<file path="config.mk">
export PLATFORM = sky130hd
export DESIGN_NAME = rf_wb_arbiter_flat
export DESIGN_NICKNAME = d
export VERILOG_FILES = /design/src/rtl/rfarb_pkg.sv /design/src/rtl/rf_wb_arbiter_if.sv /design/src/rtl/rr_arb2.sv /design/src/rtl/rf_wb_arbiter.sv /design/src/flat_wrapper.sv
export SDC_FILE = /design/constraint.sdc
export NUM_CORES = 1
export LEC_CHECK = 0
export CORE_ASPECT_RATIO = 0.7
export CORE_MARGIN = 8
export CORE_UTILIZATION = 39
export DETAILED_ROUTE_END_ITERATION = 8
export GPL_ROUTABILITY_DRIVEN = 0
export PLACE_DENSITY_LB_ADDON = 0.08
export SETUP_SLACK_MARGIN = 0.5
export SYNTH_ARGS = -nofsm -noshare
export SYNTH_HDL_FRONTEND = slang
export SYNTH_SLANG_ARGS = --single-unit
</file>
<file path="constraint.sdc">
create_clock -name clk -period 1.8 [get_ports clk]
set_input_delay 0.54 -clock clk [delete_from_list [all_inputs] [get_ports clk]]
set_output_delay 0.54 -clock clk [all_outputs]
set_load 0.005 [all_outputs]
</file>
<file path="src/rtl/rfarb_pkg.sv">
// Shared types and default sizes for the register-file writeback arbiter.
// Optional forwarding is enabled by defining RFARB_FWD_EN (see rf_wb_arbiter).
package rfarb_pkg;

    localparam int RFARB_DATA_W = 32;
    localparam int RFARB_ADDR_W = 5;
    localparam int RFARB_NREGS  = 32;

    typedef enum logic {
        ST_RUN   = 1'b0,
        ST_CLEAR = 1'b1
    } state_e;

    typedef enum logic {
        REQ_ALU = 1'b0,
        REQ_MEM = 1'b1
    } req_id_e;

endpackage

</file>
<file path="src/rtl/rf_wb_arbiter_if.sv">
// Writeback request bus: one valid/ready channel per requester (ALU and MEM).
// A transfer happens on a rising clk edge where valid && ready. valid never depends
// on ready, and addr/data stay stable from valid rising until the transfer.
interface rf_wb_arbiter_if #(
    parameter int ADDR_W = rfarb_pkg::RFARB_ADDR_W,
    parameter int DATA_W = rfarb_pkg::RFARB_DATA_W
);
    logic              a_valid;
    logic              a_ready;
    logic [ADDR_W-1:0] a_addr;
    logic [DATA_W-1:0] a_data;
    logic              m_valid;
    logic              m_ready;
    logic [ADDR_W-1:0] m_addr;
    logic [DATA_W-1:0] m_data;

    modport master (
        output a_valid, a_addr, a_data, m_valid, m_addr, m_data,
        input  a_ready, m_ready
    );

    modport slave (
        input  a_valid, a_addr, a_data, m_valid, m_addr, m_data,
        output a_ready, m_ready
    );
endinterface

</file>
<file path="src/rtl/rr_arb2.sv">
// Two-way round-robin grant, purely combinational; the caller owns the prio register.
// On a tie the requester named by prio wins; a lone requester always wins.
module rr_arb2
    import rfarb_pkg::*;
(
    input  logic [1:0] req,
    input  req_id_e    prio,
    output logic [1:0] gnt
);

    always_comb begin
        gnt = 2'b00;
        case (req)
            2'b01:   gnt = 2'b01;
            2'b10:   gnt = 2'b10;
            2'b11:   gnt = (prio == REQ_MEM) ? 2'b10 : 2'b01;
            default: gnt = 2'b00;
        endcase
    end

endmodule

</file>
<file path="src/rtl/rf_wb_arbiter.sv">
// Owns the register-file write port: round-robin ALU/MEM writeback plus a bulk clear sweep.
// Define RFARB_FWD_EN to add write-to-read forwarding hit detection (fwd_raddrN/fwd_hitN).
module rf_wb_arbiter
    import rfarb_pkg::*;
#(
    parameter int DATA_W      = RFARB_DATA_W,
    parameter int ADDR_W      = RFARB_ADDR_W,
    parameter int NREGS       = RFARB_NREGS,
    parameter bit ZERO_REG_RO = 1'b1
) (
    input  logic              clk,
    input  logic              rst,
    rf_wb_arbiter_if.slave    wb,
    input  logic              clr_req,
    output logic              busy,
    output logic              grant_m,
    output logic              rf_we,
    output logic [ADDR_W-1:0] rf_waddr,
    output logic [DATA_W-1:0] rf_wdata,
    output state_e            state
`ifdef RFARB_FWD_EN
    ,
    input  logic [ADDR_W-1:0] fwd_raddr1,
    input  logic [ADDR_W-1:0] fwd_raddr2,
    output logic              fwd_hit1,
    output logic              fwd_hit2
`endif
);

    // Explicit compare against the last index so the sweep end never depends on idx wrapping.
    localparam logic [ADDR_W-1:0] LAST_IDX = ADDR_W'(NREGS - 1);
    localparam logic [ADDR_W-1:0] FIRST_IDX = ADDR_W'(1);

    state_e            state_q, state_d;
    logic [ADDR_W-1:0] idx_q, idx_d;
    req_id_e           prio_q, prio_d;
    logic              grant_m_q, grant_m_d;
    logic              we_q, we_d;
    logic [ADDR_W-1:0] waddr_q, waddr_d;
    logic [DATA_W-1:0] wdata_q, wdata_d;
    logic [1:0]        gnt;
    logic              a_rdy, m_rdy;

    rr_arb2 u_arb (
        .req  ({wb.m_valid, wb.a_valid}),
        .prio (prio_q),
        .gnt  (gnt)
    );

    always_comb begin
        state_d   = state_q;
        idx_d     = idx_q;
        prio_d    = prio_q;
        grant_m_d = grant_m_q;
        we_d      = 1'b0;
        waddr_d   = waddr_q;
        wdata_d   = wdata_q;
        a_rdy     = 1'b0;
        m_rdy     = 1'b0;
        unique case (state_q)
            ST_RUN: begin
                if (clr_req) begin
                    state_d = ST_CLEAR;
                    idx_d   = FIRST_IDX;
                end else begin
                    a_rdy = gnt[REQ_ALU];
                    m_rdy = gnt[REQ_MEM];
                    if (m_rdy) begin
                        we_d      = !(ZERO_REG_RO && (wb.m_addr == '0));
                        waddr_d   = wb.m_addr;
                        wdata_d   = wb.m_data;
                        grant_m_d = 1'b1;
                        prio_d    = REQ_ALU;
                    end else if (a_rdy) begin
                        we_d      = !(ZERO_REG_RO && (wb.a_addr == '0));
                        waddr_d   = wb.a_addr;
                        wdata_d   = wb.a_data;
                        grant_m_d = 1'b0;
                        prio_d    = REQ_MEM;
                    end
                end
            end
            ST_CLEAR: begin
                we_d    = 1'b1;
                waddr_d = idx_q;
                wdata_d = '0;
                idx_d   = idx_q + 1'b1;
                if (idx_q == LAST_IDX) begin
                    state_d = ST_RUN;
                end
            end
            default: state_d = ST_RUN;
        endcase
    end

    always_ff @(posedge clk or posedge rst) begin
        if (rst) begin
            state_q   <= ST_RUN;
            idx_q     <= '0;
            prio_q    <= REQ_ALU;
            grant_m_q <= 1'b0;
            we_q      <= 1'b0;
            waddr_q   <= '0;
            wdata_q   <= '0;
        end else begin
            state_q   <= state_d;
            idx_q     <= idx_d;
            prio_q    <= prio_d;
            grant_m_q <= grant_m_d;
            we_q      <= we_d;
            waddr_q   <= waddr_d;
            wdata_q   <= wdata_d;
        end
    end

    assign wb.a_ready = a_rdy;
    assign wb.m_ready = m_rdy;
    assign busy       = (state_q == ST_CLEAR);
    assign grant_m    = grant_m_q;
    assign rf_we      = we_q;
    assign rf_waddr   = waddr_q;
    assign rf_wdata   = wdata_q;
    assign state      = state_q;

`ifdef RFARB_FWD_EN
    // A hit means the consumer must take rf_wdata; x0 is never forwarded.
    assign fwd_hit1 = we_q && (waddr_q == fwd_raddr1) && (waddr_q != '0);
    assign fwd_hit2 = we_q && (waddr_q == fwd_raddr2) && (waddr_q != '0);
`endif

endmodule

</file>
<file path="src/flat_wrapper.sv">
// flat-port wrapper written by rule: the top's interface ports become plain ports
module rf_wb_arbiter_flat import rfarb_pkg::*;
#(
    parameter int DATA_W      = RFARB_DATA_W,
    parameter int ADDR_W      = RFARB_ADDR_W,
    parameter int NREGS       = RFARB_NREGS,
    parameter bit ZERO_REG_RO = 1'b1
)
  (clk, rst, clr_req, busy, grant_m, rf_we, rf_waddr, rf_wdata, state, wb_a_valid, wb_a_addr, wb_a_data, wb_m_valid, wb_m_addr, wb_m_data, wb_a_ready, wb_m_ready);
  rf_wb_arbiter_if #(.ADDR_W(ADDR_W), .DATA_W(DATA_W)) wb_i ();
  input  logic clk;
  input  logic rst;
  input  logic clr_req;
  output logic busy;
  output logic grant_m;
  output logic rf_we;
  output logic [ADDR_W-1:0] rf_waddr;
  output logic [DATA_W-1:0] rf_wdata;
  output state_e state;
  input wire logic [$bits(wb_i.a_valid)-1:0] wb_a_valid;
  input wire logic [$bits(wb_i.a_addr)-1:0] wb_a_addr;
  input wire logic [$bits(wb_i.a_data)-1:0] wb_a_data;
  input wire logic [$bits(wb_i.m_valid)-1:0] wb_m_valid;
  input wire logic [$bits(wb_i.m_addr)-1:0] wb_m_addr;
  input wire logic [$bits(wb_i.m_data)-1:0] wb_m_data;
  output wire logic [$bits(wb_i.a_ready)-1:0] wb_a_ready;
  output wire logic [$bits(wb_i.m_ready)-1:0] wb_m_ready;
  assign wb_i.a_valid = wb_a_valid;
  assign wb_i.a_addr = wb_a_addr;
  assign wb_i.a_data = wb_a_data;
  assign wb_i.m_valid = wb_m_valid;
  assign wb_i.m_addr = wb_m_addr;
  assign wb_i.m_data = wb_m_data;
  assign wb_a_ready = wb_i.a_ready;
  assign wb_m_ready = wb_i.m_ready;
  rf_wb_arbiter #(.DATA_W(DATA_W), .ADDR_W(ADDR_W), .NREGS(NREGS), .ZERO_REG_RO(ZERO_REG_RO)) u_core (.clk(clk), .rst(rst), .wb(wb_i), .clr_req(clr_req), .busy(busy), .grant_m(grant_m), .rf_we(rf_we), .rf_waddr(rf_waddr), .rf_wdata(rf_wdata), .state(state));
endmodule
</file>
---- Word-level counts from Yosys, hierarchy flattened ----
Cells that the tools add are included.
storage, ports and cells
  logic and storage cells ................. 51
  register bits ........................... 46
  bits of input ports ..................... 79
  bits in latches ......................... 0
  output and inout port bits .............. 43
  memories kept ........................... 0
  memory bits (writable) .................. 0
  ROM bits ................................ 0
cells by class
  order comparisons ....................... 0
  shift operators ......................... 0
  equal/unequal tests ..................... 7
  $mul .................................... 0
  reductions and logical operators ........ 7
  div/mod/pow operators ................... 0
  multiplexer cells ....................... 27
  bitwise gates (word level) .............. 2
  $add $sub $neg .......................... 1
operators by type and width
  cell                                                              number
  32-bit 2-to-1 mux                                                 3
  32-bit case mux with 2 select lines                               1
  5-bit 2-to-1 mux                                                  4
  5-bit case mux with 2 select lines                                2
  1-bit 2-to-1 mux                                                  13
  5-bit logical NOT                                                 2
  2-bit case mux with 3 select lines                                1
  5-bit by 1-bit adder with 5-bit output (second input constant)    1
  5-bit == test (second input constant)                             1
  2-bit == test (second input constant)                             2
  2-bit != test (second input constant)                             2
  1-bit case mux with 2 select lines                                2
  3-bit by 1-bit != test with 1-bit output (second input constant)  1
  3-bit AND reduction                                               1
  2-bit by 1-bit == test with 1-bit output (second input constant)  1
  1-bit logical NOT                                                 2
  2-bit 2-to-1 mux                                                  1
  1-bit NOT                                                         2
  2-bit AND reduction                                               1
  2-bit nonzero test                                                1

---- Logic depth before layout (Yosys ltp) ----
Gate-level depths: netlist of run 1.
  depth in word-level cells ............... 6
  mapped depth ............................ 7
  gate-level depth less buffers ........... 4

---- By module ----
A second synthesis of run 1 with hierarchy kept.
second synthesis, totals
  cell total of the unflattened synthesis .. 197
  area total of the unflattened synthesis .. 2322.2 sq um
by module, submodules not included
  module         cells each  instances  sequential area each (sq um)  area each (sq um)
  rf_wb_arbiter  194         1          1151.1                        2303.5
  rr_arb2        3           1          0.0                           18.8

---- Worst setup path after synthesis of run 1 ----
No wires, ideal clock.
  path type ............................... input to output
  from .................................... input port wb_m_valid
  to ...................................... output port wb_m_ready
  slack ................................... 1 ps
  data arrival time ....................... 1259 ps
  data required time ...................... 1260 ps
  buffers on the path ..................... 3
  stages on the path ...................... 5
  cell sequence ........................... clkbuf_2 -> o21ai_1 -> buf_4 -> buf_6 -> nor3_1
on the way
  word-level cells in the longest chain between the ends .. 4
  elaborated cells between the ends (all ways) .. 6
  those cells by class .................... 3 x eq/ne; 3 x mux
RTL lines
  element                                                                           RTL line             text
  start, declared                                                                   flat_wrapper.sv:23   input wire logic [$bits(wb_i.m_valid)-1:0] wb_m_valid;
  2-bit == test / 2-bit by 1-bit == test with 1-bit output (equally long branches)  rr_arb2.sv:13        case (req)
  2-bit case mux with 3 select lines *                                              rr_arb2.sv:13
  1-bit 2-to-1 mux *                                                                rf_wb_arbiter.sv:62  if (clr_req) begin
  1-bit 2-to-1 mux *                                                                rf_wb_arbiter.sv:60  unique case (state_q)
  end, declared                                                                     flat_wrapper.sv:27   output wire logic [$bits(wb_i.m_ready)-1:0] wb_m_ready;
Mark *: on every way between the ends. The rest lies on a longest branch, timed or not.

---- Worst setup path in the final report of run 1 ----
  from .................................... register u_core.state_q, in the netlist u_core.busy
  to ...................................... output port wb_a_ready
on the way
  word-level cells in the longest chain between the ends .. 1
RTL lines
  element                 RTL line              text
  start, declared         rf_wb_arbiter.sv:34   state_e state_q, state_d;
  start signal, assigned  rf_wb_arbiter.sv:106  state_q <= state_d;
  1-bit 2-to-1 mux        rf_wb_arbiter.sv:60
  end, declared           flat_wrapper.sv:26    output wire logic [$bits(wb_i.a_ready)-1:0] wb_a_ready;
No other way between the ends.

==> results of run 1 <==
-- layout by cell type (no fill, tap or decap), drive strengths merged, types with 3 or more instances in the layout --
cell type / n
buf: 113
clkdlybuf4s50: 67
dfrtp: 46
nand2: 44
mux2i: 38
o21ai: 38
clkbuf: 7
o221ai: 4
clkdlybuf4s15: 4
nand2b: 3
a21oi: 3
inv: 3
nor2: 3
-- power breakdown --
part,total (mW),internal (mW),switching (mW)
clock network,0.760,0.416,0.344
registers,1.36,1.22,0.149
logic,1.69,1.02,0.673
-- final cells by class --
| cell class | count | area share (%) |
|---|---|---|
| sequential | 46 | 27.52 |
| tap | 75 | 2.243 |
| clock buffer | 7 | 1.825 |
| timing repair buffer | 185 | 41.70 |
| clock inverter | 1 | 0.7179 |
| multi-input combinational | 151 | 25.55 |
| inverter | 4 | 0.4487 |
-- worst max-delay path: stages (launching register included) --
cell     delay, ns
dfrtp_1       0.44
nor2_2        0.17
and3_4        0.20
buf_6         0.09
-- per-layer routing --
layer	part of all wire, %	global-route usage, %	vias to the layer above	routed length (um)
li1	-	-	1111	-
met1	42	23.54	1106	3374
met2	49	30.32	86	3929
met3	8.8	6.548	7	710
met4	0.99	4.336	0	80
met5	0	0	-	0
-- final timing paths --
| path | start | to | slack, ns | cells past startpoint |
|---|---|---|---|---|
| max | u_core.busy | wb_a_ready | 0.07 | 3 |
| max reg2reg | u_core.prio_q | u_core.rf_waddr[3] | 0.23 | 7 |
| min in group asynchronous | rst | u_core.idx_q[4] | 0.60 | 2 |
| min | u_core.rf_wdata[31] | u_core.rf_wdata[31] | 0.48 | 2 |
| max in group asynchronous | rst | u_core.rf_wdata[26] | 0.80 | 3 |
| min reg2reg | u_core.rf_wdata[31] | u_core.rf_wdata[31] | 0.48 | 2 |
-- state kept, by name (all words and copies together), names as in the netlist --
signal / cells
u_core.busy: 1
u_core.grant_m: 1
u_core.idx_q: 5
u_core.prio_q: 1
u_core.rf_waddr: 5
u_core.rf_wdata: 32
u_core.rf_we: 1
-- logic make-up after synthesis --
family	count (synthesis)
mux	38
compound gates	51
fa+ha+maj	2
flops	46
simple gates	58
buf+inv	20
xor+xnor	2
-- stage by stage --
stage	setup WS [ns]	util (%)	power (mW)	setup TNS (ns)	hold WS, ns
2_1_floorplan	0.1532	-	1.961	0	0.4711
3_3_place_gp	-0.6035	65.71	2.560	-21.36	0.4611
3_5_place_dp	-0.6394	65.71	2.595	-23.01	0.4707
4_1_cts	0.09342	71.29	3.676	0	0.4855
5_1_grt	0.01850	74.92	4.022	0	0.5225
6_report	0.07073	74.92	3.813	0	0.4849
-- what timing repair did --
| action | 4_1_cts | 5_1_grt |
|---|---|---|
| endpoints found under the hold margin | 0 | 0 |
| hold buffers | 0 | 0 |
| gates resized for setup | 249 | 22 |
| endpoints found under the setup margin | 82 | 82 |
| cloned | 7 | 0 |
| pin swaps | 14 | 12 |
| setup buffers | 20 | 16 |
-- cell usage after synthesis (all sizes together) --
cell     count  share of area, %
a21oi        3              0.68
a22o         1              0.40
a22oi        1              0.34
a31oi        1              0.28
and2         1              0.28
and3         2              0.57
buf         11               2.9
clkbuf       5              0.91
dfrtp       46                52
ha           2               1.1
inv          4              0.68
mux2i       38                17
nand2       44               7.5
nand2b       3              0.85
nand3        1              0.23
nor2         3              0.62
nor3         2              0.45
o2111ai      1              0.40
o21ai       38               8.6
o21bai       1              0.34
o221ai       4               1.6
o311ai       1              0.40
or4          2              0.68
xnor2        1              0.40
xor2         1              0.40
==> impl_metrics.yaml, run 1 <==
setup_path:
  crit_type: "reg -> out"
  cp_max_fo: 4
  cp.arrival_ns: 1.19
  critPathCaptureType: "primary output"
  setup.worst_path.start_class: "flip-flop"
  crit_required_ns: 1.26
outcome:
  outcome: "complete, no violations"
global_routing:
  grt_max_degree: 21
  antenna_found_initial: 0
  grt_pass1_wl_um: 12420
  grt_pass1_vias: 2410
  grt_remaining_overflow: 0
  groute.usage.overall_pct: 18.70
hold_path:
  hp-class: "reg -> reg"
clock_network:
  clkTransAtPathRegs_ns: 0.09
  cts.sinks: 46
  numCtsBuffers: 5
  htreeDepth: 2
  clk_latency_ns: 0.29
  clockRootBuffer: "clkbuf_8"
  tritoncts: "yes"
  clk_path_buf_depth: 2
placed_design:
  hpwlAfterDp_um: 5279
  dp.cells: 418
  numPortBuffers: 121
  placed_area_mm2: 0.003669
cells_and_area:
  nets: 474
  syn_to_final_growth_pct: 89.41
  multi_input_area_mm2: 0.001069
  antenna_cells: 0
  ff_latch_area_mm2: 0.001151
  final_cells: 469
  stdcell_area_mm2: 0.004183
  drive_gt1_share_pct: 34.77
  fillers: 411
routing:
  drc: 0
  drt-initial-drc-count: 47
  avgRoutedWirePerCell_um: 17.26
  wirelength_um: 8093
  drt_pass1_iterations: 4
  detail-route-antenna-nets: 0
  viasPerCell: 4.925
  dr_total_vias: 2310
timing:
  slew_violations: 0
  finalCriticalPeriod_ns: 1.729
  max_freq_ghz: 0.5783
  worst-slew-pin-transition_ns: 0.3976
  finalHoldViolCount: 0
  relSlewSlack_pct: 73.43
  setup_viol: 0
  grt_setup_unrepaired: "true"
  fin_skew_ns: 0.004135
  min_period_over_period_pct: 96.07
yosys:
  synth_adder_area_share_pct: 1.133
  yosys.area_share.simple_pct: 11.16
  avgSynthCellArea_um2: 10.18
  synth_top_family_by_area: "multiplexers"
  syn_area_mm2: 0.002208
  postSynthCellCount: 217
  synth_nets: 298
  yosys_warnings: 0
  ys_seq_elements: 46
  synthXorXnorAreaFrac_pct: 0.7932
  synthMuxAreaShare_pct: 17.22
  post_synth_num_cell_types: 32
  yosysSeqAreaShare_pct: 52.12
  synth_compound_area_share_pct: 13.03
floorplanning:
  io_pins: 122
  dieArea_mm2: 0.008365
  core-area_mm2: 0.005583
  initial_core_util_pct: 39.56
  rows: 23
  dieWidth_um: 105.9
  die_h_um: 78.96
power:
  power_leakage_nw: 2.097
  p_per_area_mw_per_mm2: 911.7
  peakVddDrop_v: 0.0004534
flow_run:
  maxCapViolations: 0
No activity file was read; power rests on OpenSTA's default activity.
==> run 2, diff against run 1 <==
CORE_MARGIN = 10   (was 8)
CORE_UTILIZATION = 55   (was 39)
DONT_BUFFER_PORTS = 1   (was unset)
HOLD_SLACK_MARGIN = 0.08   (was unset)
==> impl_metrics.yaml, run 2 (synthesis results as in run 1) <==
outcome:
  outcome: "complete, no violations"
placed_design:
  numPortBuffers: 0
  hpwlAfterDp_um: 4764
floorplanning:
  die_h_um: 73.02
  core-area_mm2: 0.003899
  dieArea_mm2: 0.006990
  rows: 19
  io_pins: 122
  initial_core_util_pct: 56.64
  dieWidth_um: 95.74
global_routing:
  grt_pass1_vias: 2013
  grt_max_degree: 25
  grt_pass1_wl_um: 10560
  grt_remaining_overflow: 0
  antenna_found_initial: 0
  groute.usage.overall_pct: 19.74
cells_and_area:
  post-route-util_pct: 76.06
  nets: 327
  syn_to_final_growth_pct: 34.28
  drive_gt1_share_pct: 25.51
  largest_reg_flops: 32
  antenna_cells: 0
  fillers: 241
  layout_common_cells: "nand2_1, dfrtp_1, mux2i_1, o21ai_1, buf_4"
power:
  seq_power_share_pct: 41.3
  p_per_area_mw_per_mm2: 1160
  power_leakage_nw: 1.434
  peakVddDrop_v: 0.0007371
  internal_power_mw: 2.364
  p_switching_mw: 1.075
  power_frac_clock_pct: 22.1
  comb_power_share_pct: 36.6
  p_sw_share_pct: 31.25
clock_network:
  clkTransAtPathRegs_ns: 0.09
  clk_latency_ns: 0.30
  clk_path_buf_depth: 2
  tritoncts: "yes"
  numCtsBuffers: 5
  cts.sinks: 46
  htreeDepth: 2
  clockRootBuffer: "clkbuf_8"
setup_path:
  setup.worst_path.start_class: "flip-flop"
  critPathCaptureType: "primary output"
  crit_required_ns: 1.26
  crit_type: "reg -> out"
  cp.arrival_ns: 1.11
  cp_max_fo: 6
flow_run:
  maxCapViolations: 0
timing:
  grt_setup_unrepaired: "true"
  relSlewSlack_pct: 63.03
  slew_violations: 0
  finalHoldViolCount: 0
  max_freq_ghz: 0.6078
  finalSetupTns_ns: 0
  min_period_over_period_pct: 91.40
  worst-slew-pin-transition_ns: 0.5534
  fin_skew_ns: 0.007311
  setup_viol: 0
  finalCriticalPeriod_ns: 1.645
hold_path:
  hp-class: "in -> async"
routing:
  detail-route-antenna-nets: 0
  viasPerCell: 6.237
  avgRoutedWirePerCell_um: 24.55
  wirelength_um: 7340
  drt-met1-wl_um: 2703
  drt_pass1_iterations: 4
  dr_total_vias: 1865
  met2_length_um: 3477
  drt-initial-drc-count: 101
  route.top_layer_used: "met4"
  route.met3.wl_um: 951
  drc: 0
==> run 2: cell count changes in the layout (fill, tap and decap cells not counted), sizes merged <==
cell           change
buf               -77
clkdlybuf4s50     -67
clkdlybuf4s15      -4
bufbuf             +2
dlygate4sd2        -1
==> run 2: area by class of cell <==
class	count	area (um^2)	area share [%]
clock buffers	7	76.32	2.574
clock inverters	1	30.03	1.013
inverters	4	18.77	0.6329
multi-input cells	151	1065	35.91
flip-flops and latches	46	1154	38.90
well taps	52	65.06	2.194
repair buffers	38	556.8	18.78
==> run 2: per-layer routing <==
metal	vias up	global-route usage, %
li1	823	-
met1	885	21.55
met2	133	31.18
met3	24	10.48
met4	0	8.972
met5	-	0
==> run 2: repair_timing <==
item / CTS / global route
setup endpoints to repair: 42 / 43
gates cloned: 6 / 0
setup buffers: 16 / 8
pin swaps: 6 / 6
gates resized for setup: 38 / 17
hold buffers: 0 / 0
==> run 2: worst paths after layout <==
path	startpoint	end	slack, ns	cells after the start
max reg2reg	u_core.prio_q	u_core.rf_waddr[3]	0.20	6
min reg2reg	u_core.rf_wdata[26]	u_core.rf_wdata[26]	0.53	2
max	u_core.busy	wb_m_ready	0.15	2
max in group asynchronous	rst	u_core.prio_q	1.15	2
min in group clk	clr_req	u_core.idx_q[1]	0.33	1
min	rst	u_core.rf_wdata[20]	0.15	1
==> run 2: power by group through the flow <==
stage,logic (mW),clock network [mW],registers (mW)
floorplan,0.592,0,1.37
global placement,0.659,0,1.42
detailed placement,0.703,0,1.43
CTS,1.14,0.772,1.42
global route,1.36,0.808,1.45
finish,1.26,0.759,1.42
==> run 2: worst max-delay path, cell delays in order, from the launching register on <==
cell,delay (ns)
dfrtp_2,0.46
buf_12,0.16
nor3_4,0.18
==> run 2: stage by stage <==
| stage | setup slack (ns) | instances | total power [mW] | hold WS [ns] | instance area [um^2] |
|---|---|---|---|---|---|
| after floorplan | 0.1532 | 217 | 1.961 | 0.4711 | 2270 |
| after global placement | 0.1268 | 261 | 2.082 | 0.4682 | 2306 |
| after detailed placement | 0.06246 | 261 | 2.133 | 0.4800 | 2306 |
| after CTS | 0.1506 | 291 | 3.329 | 0.1591 | 2834 |
| after global routing | 0.1246 | 299 | 3.616 | 0.1828 | 2965 |
| final | 0.1548 | 299 | 3.439 | 0.1515 | 2965 |
==> run 3, diff against run 2 <==
CORE_MARGIN = unset   (was 10)
CORE_UTILIZATION = 25   (was 55)
PLACE_DENSITY_LB_ADDON = unset   (was 0.08)
==> impl_metrics.yaml, run 3 (synthesis results as in run 1) <==
global_routing:
  grt_pass1_vias: 1651
  groute.usage.overall_pct: 14.22
  grt_remaining_overflow: 0
  grt_max_degree: 29
  grt_pass1_wl_um: 9342
  antenna_found_initial: 0
routing:
  wirelength_um: 6975
  drc: 0
  drt_pass1_iterations: 4
  detail-route-antenna-nets: 0
  dr_total_vias: 1777
  drt-initial-drc-count: 23
  viasPerCell: 4.855
  avgRoutedWirePerCell_um: 19.06
placed_design:
  hpwlAfterDp_um: 4026
  numPortBuffers: 0
  dp.cells: 333
  placed_area_mm2: 0.002421
timing:
  worst-slew-pin-transition_ns: 0.4800
  fin_skew_ns: 0.005545
  relSlewSlack_pct: 67.88
  slew_violations: 0
  finalCriticalPeriod_ns: 1.609
  grt_setup_unrepaired: "true"
  max_freq_ghz: 0.6214
  finalSetupTns_ns: 0
  finalHoldViolCount: 0
  setup_viol: 0
  min_period_over_period_pct: 89.40
setup_path:
  critPathCaptureType: "primary output"
  setup.worst_path.start_class: "flip-flop"
  ff2ff_setup_slack_ns: 0.29
  r2r_start: "u_core.prio_q"
  crit_type: "reg -> out"
  worstSetupStartpoint: "u_core.busy"
  cp_max_fo: 5
  rr_worst_depth: 6
  crit_required_ns: 1.26
  cp.arrival_ns: 1.07
  rr_endpoint: "u_core.rf_waddr[1]"
  endpoint: "wb_a_ready"
flow_run:
  maxCapViolations: 0
power:
  p_per_area_mw_per_mm2: 1104
  comb_power_share_pct: 35.8
  internal_power_mw: 2.494
  p_sw_share_pct: 31.65
  seq_power_share_pct: 38.3
  total_power_mw: 3.648
  p_switching_mw: 1.155
  power_frac_clock_pct: 25.8
  peakVddDrop_v: 0.0002841
  power_leakage_nw: 1.470
clock_network:
  clockRootBuffer: "clkbuf_16"
  clkTransAtPathRegs_ns: 0.07
  clk_path_buf_depth: 2
  htreeDepth: 2
  cts.sinks: 46
  clk_latency_ns: 0.29
  tritoncts: "yes"
  numCtsBuffers: 5
cells_and_area:
  final_cells: 366
  syn_to_final_growth_pct: 49.69
  nets: 326
  largest_reg_flops: 32
  layout_common_cells: "dfrtp_1, nand2_1, o21ai_2, mux2i_1, buf_4"
  antenna_cells: 0
  drive_gt1_share_pct: 43.50
  final_common_cell: "dfrtp_1"
  post-route-util_pct: 38.83
  stdcell_area_mm2: 0.003306
floorplanning:
  die_h_um: 80.64
  core-area_mm2: 0.008513
  dieArea_mm2: 0.009219
  initial_core_util_pct: 25.94
  io_pins: 122
  dieWidth_um: 114.3
  rows: 28
hold_path:
  hp-class: "in -> async"
outcome:
  outcome: "complete, no violations"
[run 3: cell count changes in the layout (fill, tap and decap cells not counted), moves of 2 or more]
| cell | before | now |
|---|---|---|
| bufbuf_16 | 2 | 0 |
| clkbuf_8 | 5 | 1 |
| o221ai_2 | 1 | 4 |
| mux2i_2 | 3 | 8 |
| o21ai_2 | 0 | 28 |
| mux2i_4 | 1 | 8 |
| clkbuf_16 | 0 | 8 |
| mux2i_1 | 34 | 22 |
| buf_4 | 14 | 12 |
| o21ai_1 | 33 | 5 |
| o221ai_1 | 3 | 0 |
[run 3: worst min path at each step]
stage	cells after the start	to
floorplan	2	u_core.rf_wdata[31]
global placement	1	u_core.rf_wdata[14]
detailed placement	1	u_core.rf_wdata[14]
CTS	1	u_core.rf_wdata[14]
global route	1	u_core.rf_wdata[14]
finish	1	u_core.rf_wdata[14]
[run 3: metrics by stage]
step / hold slack (ns) / setup WS, ns
after floorplan: 0.4711 / 0.1532
after global placement: 0.4481 / 0.2390
after detailed placement: 0.4602 / 0.1951
after CTS: 0.1504 / 0.1784
after global routing: 0.1616 / 0.1414
final: 0.1369 / 0.1907
[run 3: repair_timing]
item	CTS	global route
setup buffers	9	5
gates cloned	6	5
pin swaps	6	21
gates resized for setup	32	83
hold buffers	0	0
setup endpoints to repair	41	42
[run 3: critical path: stages, from the launching register on]
cell and delay, ns:
dfrtp_2 0.46, nor2_2 0.12, and3_4 0.20
[run 3: area by class of cell]
class | count | area, um^2
fill | 827 | 5207
multi-input combinational | 151 | 1306
sequential | 46 | 1152
timing repair buffer | 37 | 530.5
tap | 120 | 150.1
clock buffer | 7 | 142.6
inverter | 4 | 18.77
clock inverter | 1 | 5.005
[run 3: metal layers]
layer  global-route usage (%)  wire, um
met4                    4.675        55
met1                    19.22      3163
met2                    20.18      3171
met3                    5.962       585
met5                        0         0
[run 3: power groups by stage]
| stage | Combinational (mW) | Sequential, mW | Clock (mW) |
|---|---|---|---|
| 5_1_grt | 1.43 | 1.43 | 1.02 |
| 2_1_floorplan | 0.592 | 1.37 | 0 |
| 3_5_place_dp | 0.721 | 1.42 | 0 |
| 6_report | 1.31 | 1.40 | 0.943 |
| 4_1_cts | 1.03 | 1.40 | 0.966 |
| 3_3_place_gp | 0.693 | 1.43 | 0 |
==> RTL edit 1, RTL diff (flow settings as in run 1) <==
Set the package constant `RFARB_DATA_W` to 24 (it was 32).
--- a/src/rtl/rfarb_pkg.sv
+++ b/src/rtl/rfarb_pkg.sv
@@ -2,7 +2,7 @@
 // Optional forwarding is enabled by defining RFARB_FWD_EN (see rf_wb_arbiter).
 package rfarb_pkg;
 
-    localparam int RFARB_DATA_W = 32;
+    localparam int RFARB_DATA_W = 24;
     localparam int RFARB_ADDR_W = 5;
     localparam int RFARB_NREGS  = 32;
 
Interface: changed (resized rf_wdata, wb_a_data and wb_m_data); port bits go from 122 to 98. No check against the original RTL was run, so the function may have changed too.
==> RTL edit 1 against run 1 <==
- setup slack worse by 0.026 ns
- first-iteration DRC count rose by 77%
- critical path depth grew 2
- global-route usage fell by 2.2 points
- sequential power is 15% lower
- clock power is 9.5% lower
- total power decreased by 7.1%
- largest power group unchanged
- final area is 7.6% lower
- area after synthesis shrank 7.7%
- hold slack worse by 0.00065 ns
- sequential cell count decreased by 8
- wire length fell by 14%
==> RTL edit 1: results <==
[cells_and_area]
n_fill_cell = 371
largest_reg_flops = 24
nets = 407
layout-drive-gt1-share_pct = 56.56

[pwr]
peakVddDrop_mv = 0.6621
p_leak_uw = 0.001866

[yosys]
synthTopCellsByArea = "dfrtp_1 (47%), mux2i_1 (15%), o21ai_2 (8.6%)"
seq_area_frac_synth_pct = 46.65
async_flop_share_pct = 100.0
synthTopCellsByCount = "dfrtp_1 (38), mux2i_1 (30), nand2_2 (20), o21ai_2 (20), nand2_1 (14)"
ys_types = 36
yosysWarnings = 0
synth_nets = 243

[place]
dp_hpwl_um = 4238
port_buffers = 97

[grt]
grt_pass1_vias = 1906
grt_first_pass_wirelength_um = 10130
grt_usage_pct = 16.46
grt_max_degree = 39

[worst_setup_path]
r2r_cells = 9
rrSetupSlack_ns = 0.36
slowest_delay_ns = 0.42
cp_max_fo = 2
crit_end = "wb_a_ready"
crit_arrival_ns = 1.22
critPathTopFamily = "flip-flops"
critPathLaunch = "u_core.busy"
critical-path-slowest-cell = "dfrtp_2"
rr_endpoint = "u_core.rf_wdata[21]"

[clocking]
cts_resized = 188
numCtsBuffers = 5
clk_pin_slew_ns = 0.08
worstSkewPairLatency_ns = 0.29
ctsHtreeMaxLevel = 2
clock_path_buffers = 2
postCtsSetupBuffers = 35

[route]
viasPerCell = 4.773
dr.pass1.iters = 4
drtIter0Drc = 83
routedWlPerCell_um = 16.72

[worst_hold_path]
hold_depth = 2
min_to = "u_core.rf_wdata[20]"
hp-start = "u_core.rf_wdata[20]"
hold_class = "reg -> reg"

[sta]
finClkSkew_ns = 0.009889
tightest_slew_ns = 0.4866

[status]
outcome = "finished clean"
RTL edit 1: cell types whose count changed after synthesis, sizes merged, moves of 2 or more:
cell    change
mux2i       -8
dfrtp       -8
a31o        +2
nand2b      -2
nor3        +2
nand2       -9
clkbuf      -5
o21ai      -11
RTL edit 1: area by class of cell:
class / count / share of cell area (%)
well taps: 72 / 2.331
repair buffers: 169 / 40.01
inverters: 3 / 0.5827
multi-input cells: 125 / 29.59
clock buffers: 8 / 2.849
flip-flops and latches: 38 / 24.64
RTL edit 1: layer usage:
metal,vias to the layer above,global-route usage (%),share of wire (%)
met4,0,3.066,0.55
li1,973,-,-
met5,-,0,0
met1,943,21.29,42
met2,60,25.70,49
met3,5,5.839,8.7
RTL edit 1: power by group:
part | switching, uW | internal, uW | leakage [uW] | total (uW)
Sequential | 127 | 1030 | 0.000496 | 1150
Clock | 301 | 387 | 0.0000575 | 688
Combinational | 689 | 1010 | 0.00131 | 1700
Total | 1120 | 2420 | 0.00187 | 3540
RTL edit 1: kinds of logic after synthesis:
kind of cell               Yosys count  synth area share, %
AOI/OAI and AO/OA                   42                16.39
xor gates and xnor gates             2               0.8596
adders and majority gates            2                1.228
buffers and inverters               15                6.691
DFF                                 38                46.65
muxes                               30                14.73
and+or+nand+nor                     49                13.44
RTL edit 1: worst register-to-register path, delay by kind of cell, from the launching register on:
kind            cells  cell delay, ns
buf+inv             6            0.66
flops               1            0.42
simple gates        2            0.21
compound gates      1            0.07
RTL edit 1: metrics by stage:
stage,instance area (sq um),hold WS [ns],std cells,worst slack [ns]
finish,3865,0.4843,415,0.04485
detailed placement,3184,0.4708,352,-0.6899
global route,3865,0.5251,415,0.01181
CTS,3553,0.4931,398,0.02163
floorplan,2076,0.4499,178,0.2658
global placement,3184,0.4615,352,-0.6670
==> RTL edit 2, RTL diff (flow settings as in run 1) <==
Made on the original files. Reset style: synchronous (`rst`), changed in one clocked block.
--- a/src/rtl/rf_wb_arbiter.sv
+++ b/src/rtl/rf_wb_arbiter.sv
@@ -93,7 +93,7 @@
         endcase
     end
 
-    always_ff @(posedge clk or posedge rst) begin
+    always_ff @(posedge clk) begin
         if (rst) begin
             state_q   <= ST_RUN;
             idx_q     <= '0;
Behaviour: differs if rst is asserted again (counterexample within 4 cycles, from zero or initial values and one cycle with rst high); with rst held inactive, the same outputs for 10 cycles.
==> RTL edit 2 against run 1 <==
- area after synthesis up 5.9%
- non-clock buffer count up 14
- clock skew about the same
- combinational power down 48%
- largest power group is now sequential cells
- wire length up 4.2%
- sequential cell count unchanged
- final area up 7.8%
- total power down 31%
- largest cell class unchanged
- setup slack better by 0.048 ns
- synthesized cell count down 9.7%
==> RTL edit 2: results <==
[worst_hold_path]
hold_class = "reg -> reg"
min_to = "u_core.rf_wdata[29]"
hp-start = "u_core.rf_wdata[29]"
hold_depth = 1

[grt]
grt_max_degree = 22
grt_first_pass_wirelength_um = 11920
grt_usage_pct = 16.78

[pwr]
clock_power_uw = 611
switching_share_pct = 27.45
p_leak_uw = 0.002066
peakVddDrop_mv = 0.3144
power.total_uw = 2626
seq_power_share_pct = 43.3

[sta]
setup_slack_ns = 0.1184
hold_ws_ns = 0.4714
max_slew_margin_pct = 76.96
finClkSkew_ns = 0.003806

[route]
vias = 2296
drtIter0Drc = 35
routed_wl_um = 8435
dr.pass1.iters = 6

[yosys]
yosysWarnings = 0
seq_area_frac_synth_pct = 39.38
synthTopCellsByArea = "dfxtp_1 (39%), o2bb2ai_2 (19%), mux2i_1 (16%)"
async_flop_share_pct = 0
synth_nets = 277
synthTopCellsByCount = "dfxtp_1 (46), mux2i_1 (38), o2bb2ai_2 (30)"
ys_types = 38
synthCells = 196

[status]
outcome = "finished clean"

[clocking]
cts-root-buf = "clkbuf_8"
clock_path_buffers = 2
worstSkewPairLatency_ns = 0.29
ctsHtreeMaxLevel = 2
clk_pin_slew_ns = 0.08

[place]
dp_cells = 397
placed_area_sq_mm = 0.003702
port_buffers = 121
dp_hpwl_um = 5285
pre_cts_slack_ns = -0.7814

[worst_setup_path]
r2r_cells = 9
critPathLaunch = "wb_a_valid"
crit_arrival_ns = 1.14
r2r-start = "u_core.busy"
rrSetupSlack_ns = 0.23
crit_end = "wb_a_ready"
rr_endpoint = "u_core.rf_wdata[27]"

[cells_and_area]
layout-drive-gt1-share_pct = 59.38
fin_cells = 459
nets = 465
n_fill_cell = 388
antenna_cells = 0
RTL edit 2: changes by cell type after synthesis, moves of 4 or more:
cell and delta:
dfrtp_1 -46, dfxtp_1 +46, nand2_1 -41, nor2_1 +5, nor2b_1 +6, o21ai_0 -18
o21ai_1 -17, o221ai_1 -4, o22ai_1 +4, o2bb2ai_2 +30
RTL edit 2: timing repair:
| action | CTS | global route |
|---|---|---|
| pin swaps | 9 | 21 |
| resized for setup | 259 | 53 |
| buffers inserted | 29 | 20 |
| setup endpoints to repair | 89 | 79 |
| gates cloned | 3 | 3 |
RTL edit 2: final cells by class:
type	count	area, sq um	share of cell area (%)
Clock buffer	5	68.82	1.526
Multi-Input combinational cell	129	1356	30.08
Sequential cell	46	973.4	21.59
Inverter	3	13.76	0.3052
Clock inverter	2	10.01	0.2220
Timing Repair Buffer	199	1993	44.20
Tap cell	75	93.84	2.081
RTL edit 2: routing by layer:
| metal | vias to the layer above | share of wire, % | wire, um | track usage, % |
|---|---|---|---|---|
| li1 | 1108 | - | - | - |
| met1 | 1082 | 42 | 3531 | 20.30 |
| met2 | 104 | 47 | 3978 | 27.89 |
| met3 | 2 | 11 | 898 | 7.352 |
| met4 | 0 | 0.32 | 27 | 2.041 |
| met5 | - | 0 | 0 | 0 |
RTL edit 2: kinds of logic (layout without fill, tap and decap cells):
group           after synthesis  after routing  synth area share, %
compound gates               54             54                26.70
flops                        46             46                39.38
mux                          39             39                16.75
simple gates                 33             33                8.348
buf+inv                      21            209                7.383
fa+ha+maj                     2              2                1.070
xor+xnor                      1              1               0.3746
RTL edit 2: worst max-delay path, stage by stage:
cell     delay [ns]
buf_6          0.10
inv_4          0.04
o21ai_4        0.19
and2_4         0.19
buf_6          0.09
